<file path="src/rtl/hc595_serializer.sv">
// Shifts one parallel word MSB-first into a 74HC595 chain, then pulses RCLK to latch it.
// Optional power-up clear of the chain outputs is enabled with `define HC595_CLEAR_EN.
module hc595_serializer #(
    parameter int unsigned WIDTH   = 16,
    parameter int unsigned CLK_DIV = 1200
) (
    input  logic             clk,
    input  logic             _rst,
    input  logic [WIDTH-1:0] in_data,
    input  logic             in_valid,
    output logic             in_ready,
    output logic             busy,
    output logic             sclk,
    output logic             rclk,
    output logic             serial_data,
    output logic             _srclr
);

    // CLK_DIV=1 still needs a one-bit counter so the tick compare is well formed
    localparam int unsigned CNT_W = (CLK_DIV > 1) ? $clog2(CLK_DIV) : 1;
    localparam int unsigned BIT_W = $clog2(WIDTH);
    localparam logic [CNT_W-1:0] TICK_MAX = CNT_W'(CLK_DIV - 1);
    localparam logic [BIT_W-1:0] BIT_MAX  = BIT_W'(WIDTH - 1);

    typedef enum logic [2:0] {
        S_IDLE   = 3'd0,
        S_SHIFT  = 3'd1,
        S_LATCH  = 3'd2
`ifdef HC595_CLEAR_EN
        ,
        S_PRECLR = 3'd3,
        S_CLEAR  = 3'd4
`endif
    } state_t;

`ifdef HC595_CLEAR_EN
    localparam state_t RST_STATE = S_PRECLR;
    localparam logic   RST_READY = 1'b0;
`else
    localparam state_t RST_STATE = S_IDLE;
    localparam logic   RST_READY = 1'b1;
`endif

    state_t           state;
    logic [CNT_W-1:0] tick_cnt;
    logic [BIT_W-1:0] bit_cnt;
    logic [WIDTH-2:0] shreg;
    logic             tick_c;

    assign tick_c = (tick_cnt == TICK_MAX);

`ifndef HC595_CLEAR_EN
    assign _srclr = 1'b1;
`endif

    // Shift sequencer: serial_data changes on the SCLK fall, so it is stable a full tick around each rise
    always_ff @(posedge clk or negedge _rst) begin
        if (!_rst) begin
            state       <= RST_STATE;
            tick_cnt    <= '0;
            bit_cnt     <= '0;
            shreg       <= '0;
            in_ready    <= RST_READY;
            busy        <= 1'b0;
            sclk        <= 1'b0;
            rclk        <= 1'b0;
            serial_data <= 1'b0;
`ifdef HC595_CLEAR_EN
            _srclr      <= 1'b1;
`endif
        end else begin
            tick_cnt <= tick_c ? '0 : tick_cnt + CNT_W'(1);
            case (state)
                S_IDLE: begin
                    tick_cnt <= '0;
                    if (in_valid && in_ready) begin
                        shreg       <= in_data[WIDTH-2:0];
                        serial_data <= in_data[WIDTH-1];
                        bit_cnt     <= BIT_MAX;
                        in_ready    <= 1'b0;
                        busy        <= 1'b1;
                        state       <= S_SHIFT;
                    end
                end
                S_SHIFT: begin
                    if (tick_c) begin
                        if (!sclk) begin
                            sclk <= 1'b1;
                        end else begin
                            sclk    <= 1'b0;
                            shreg   <= shreg << 1;
                            bit_cnt <= bit_cnt - BIT_W'(1);
                            if (bit_cnt == '0) begin
                                serial_data <= 1'b0;
                                rclk        <= 1'b1;
                                state       <= S_LATCH;
                            end else begin
                                serial_data <= shreg[WIDTH-2];
                            end
                        end
                    end
                end
                S_LATCH: begin
                    if (tick_c) begin
                        rclk     <= 1'b0;
                        busy     <= 1'b0;
                        in_ready <= 1'b1;
                        state    <= S_IDLE;
                    end
                end
`ifdef HC595_CLEAR_EN
                S_PRECLR: begin
                    tick_cnt <= '0;
                    _srclr   <= 1'b0;
                    busy     <= 1'b1;
                    state    <= S_CLEAR;
                end
                // Release SRCLR and latch the now-empty shift register; LATCH finishes the pulse
                S_CLEAR: begin
                    if (tick_c) begin
                        _srclr <= 1'b1;
                        rclk   <= 1'b1;
                        state  <= S_LATCH;
                    end
                end
`endif
                default: begin
                    tick_cnt <= '0;
                    state    <= S_IDLE;
                end
            endcase
        end
    end

endmodule

</file>
<file path="config.mk">
export PLATFORM = sky130hd
export DESIGN_NAME = hc595_serializer
export DESIGN_NICKNAME = d
export VERILOG_FILES = /design/src/rtl/hc595_serializer.sv
export SDC_FILE = /design/constraint.sdc
export NUM_CORES = 1
export LEC_CHECK = 0
export ABC_AREA = 1
export BUFFER_PORTS_ARGS = -buffer_cell sky130_fd_sc_hd__buf_2
export CORE_MARGIN = 8
export CORE_UTILIZATION = 57
export CTS_CLUSTER_DIAMETER = 150
export CTS_CLUSTER_SIZE = 40
export DETAILED_ROUTE_END_ITERATION = 12
export PLACE_DENSITY_LB_ADDON = 0.3
export SKIP_CTS_REPAIR_TIMING = 1
export SLEW_MARGIN = 20
export SYNTH_ARGS = -nofsm -noshare
export SYNTH_HDL_FRONTEND = slang
export SYNTH_SLANG_ARGS = --single-unit
</file>
<file path="constraint.sdc">
create_clock -name clk -period 1.9 [get_ports clk]
set_clock_uncertainty 0.15 [all_clocks]
set_input_delay 0.38 -clock clk [delete_from_list [all_inputs] [get_ports clk]]
set_output_delay 0.38 -clock clk [all_outputs]
set_load 0.01 [all_outputs]
</file>
==> key figures <==
Clocking
  • Clock latency on the worst-skew pair: 340 ps
  • Htree depth: 2
  • Root Driver: clkbuf_4
  • CTS tree: built
  • Num CTS Buffers: 5
  • Clk buf depth: 2
  • Worst-path clk slew: 100 ps
  • Clock sink total: 37

Floorplan
  • Placement Rows: 22
  • Core area: 0.00358 sq mm
  • Die W: 76.5 um
  • Die Span Y: 76.5 um
  • I/O pin cnt: 25
  • Total die area: 0.00585 sq mm
  • Starting density of the core: 58.3%

Synth
  • Register area share after synthesis: 44.5%
  • Main combinational cell family by area after synthesis: simple AND/OR/NAND/NOR gates
  • Post-Synth XOR/XNOR Area: 2.10%
  • Post-synthesis instance area: 0.00208 sq mm
  • Cells after synthesis: 281
  • Post-synthesis register bit count: 37
  • Yosys warnings: 0
  • Yosys top cell area share: 43.2%
  • Top cell type by total area after synthesis: dfrtp_1
  • Post-Syn Nets: 305
  • Compound-gate portion of the synthesized area: 1.56%
  • Dominant cells by area after synthesis: dfrtp_1 (43%), nand2_1 (22%), nand3_1 (7.9%), nor2_1 (4.7%), buf_6 (3.2%)
  • Post-synthesis adder-cell area fraction: 3.00%
  • Post-synthesis mux area share: 0%
  • Simple-Gate Fraction of Synth Area: 40.0%
  • Syn avg cell area: 7.42 sq um
  • Distinct cells, synth: 28

Power
  • Clk pwr share: 33.4%
  • VDD IR max: 0.000358 V
  • Internal power: 986 uW
  • Sw Pwr: 275 uW
  • Power density over cell area: 550 mW/mm^2
  • Share of power burned in registers: 62.4%
  • Lkg Pwr: 1.20 nW
  • Sw frac: 21.8%
  • Gate power share: 4.2%

STA
  • Final Max Slew Viols: 0
  • Final hold vios: 0
  • PnR worst setup slack: 111 ps
  • Final hold slack: 116 ps
  • Fraction of the cycle the final worst path needs: 94.1%
  • Tmin final: 1790 ps
  • Fmax achieved: 559 MHz
  • Setup_tns: 0 ps
  • Finish-stage setup viols: 0

Cells and area
  • Antenna diodes: 0
  • Fillers: 338
  • Layout cells sized above 1: 16.0%
  • Area delta synth->final: 9.96%
  • Fin nets: 331

Placed design
  • Final HPWL DP: 3050 um
  • Place WS: 62.7 ps
  • RePlAce Congestion: 0.865
  • Number of port buffers: 23

Critical path
  • Crit. End Element: flip-flop
  • Required time of the critical path: 2030 ps
  • Crit path arrival time: 1920 ps
  • Crit Path Max Fanout: 20
  • Setup CP Type: reg -> reg
  • Crit path launch type: flip-flop

Detailed routing
  • Drt pass-1 iters: 4
  • Via count: 1782
  • WL/cell: 12.0 um
  • Iter 0 DRT Violations: 99
  • Via density per instance: 5.02
  • ANT nets after route: 0
  • Post-detailed-route DRC marker count: 0
  • Total Wirelength: 4260 um

Global route
  • Initial antenna violation count: 0
  • Total GRT Usage: 15.4%
  • Largest net degree at the start of global routing: 23
  • First-pass GRT wire length: 7500 um
  • Grt ovf: 0
  • Vias in the first global route: 1716

Worst hold path
  • Worst min path class: in -> reg

Flow run
  • Maxcap violations: 0

Status
  • Status: completed
-- flip-flops by register name, indices dropped and copies added, names as in the netlist --
register,cells
rclk,1
tick_cnt,11
shreg,15
in_ready,1
sclk,1
bit_cnt,4
state,2
busy,1
serial_data,1
-- per-layer routing --
layer	vias up	GRT usage (%)	part of all wire [%]
li1	923	-	-
met1	817	17.8	45
met2	34	26.0	48
met3	8	4.72	4.4
met4	0	5.96	1.8
met5	-	0	0
-- area by class of cell --
class                      instances  area [sq um]  share of cell area [%]
clock buffer                       7          55.1                    2.40
inverter                          19          71.3                    3.11
multi-input combinational        214           985                    43.0
sequential                        37           927                    40.4
tap                               48          60.1                    2.62
timing repair buffer              30           194                    8.46
-- through the flow --
step                std cells  power [mW]  instance area [sq um]  util (%)
floorplan                 281       0.818                   2080         -
global placement          347       0.855                   2210      61.7
detailed placement        347       0.856                   2210      61.7
CTS                       354        1.27                   2260      63.3
global route              355        1.31                   2290      64.1
finish                    355        1.26                   2290      64.1
-- placed cells by master (no fill, tap or decap), drive strengths merged --
cell type      n
dfrtp         36
ha             5
a21oi          3
nor3           2
or2            1
nor3b          2
dlygate4sd3    1
buf           29
o21a           1
nand3b         1
clkbuf         7
xor2           3
nand4          1
nand2        126
nand3         35
nor2          29
inv           19
dfstp          1
xnor2          2
o21ai          2
conb           1
-- worst paths after layout --
path	endpoint	startpoint	slack, ps	cells past startpoint
setup / recovery	shreg[3]$_DFFE_PN0P_	state[1]$_DFFE_PN0P_	110	10
hold / removal	shreg[0]$_DFFE_PN0P_	in_data[0]	120	3
setup reg to reg	shreg[3]$_DFFE_PN0P_	state[1]$_DFFE_PN0P_	110	10
hold reg to reg	busy$_DFFE_PN0P_	busy$_DFFE_PN0P_	320	2
max in group asynchronous	shreg[5]$_DFFE_PN0P_	_rst	810	3
min in group asynchronous	tick_cnt[6]$_DFF_PN0_	_rst	340	2
-- worst max-delay path, cell delays in order, from the launching register on --
cell and delay [ps]:
dfrtp_1 400, inv_1 80, ha_1 250, inv_2 90
nor2_2 40, inv_2 60, nand2_2 50, nor2_2 190
buf_6 220, nand3_1 100, nand2_1 90
-- synthesized netlist by cell type (all sizes together) --
| cell type | count |
|---|---|
| a21oi | 3 |
| buf | 10 |
| clkbuf | 1 |
| conb | 1 |
| dfrtp | 36 |
| dfstp | 1 |
| ha | 5 |
| inv | 19 |
| nand2 | 126 |
| nand3 | 35 |
| nand3b | 1 |
| nand4 | 1 |
| nor2 | 29 |
| nor3 | 2 |
| nor3b | 2 |
| o21a | 1 |
| o21ai | 2 |
| or2 | 1 |
| xnor2 | 2 |
| xor2 | 3 |
-- power groups by stage --
stage / clock network [mW] / logic (mW) / registers, mW
finish: 0.421 / 0.0535 / 0.787
detailed placement: 0 / 0.0534 / 0.802
CTS: 0.430 / 0.0538 / 0.787
global placement: 0 / 0.0527 / 0.802
floorplan: 0 / 0.0151 / 0.803
global route: 0.460 / 0.0619 / 0.787
-- logic make-up after synthesis --
group / Yosys count
xor+xnor: 5
fa+ha+maj: 5
buf+inv: 30
simple gates: 197
flops: 37
other cells: 1
compound gates: 6
No activity file was read; power rests on OpenSTA's default activity.
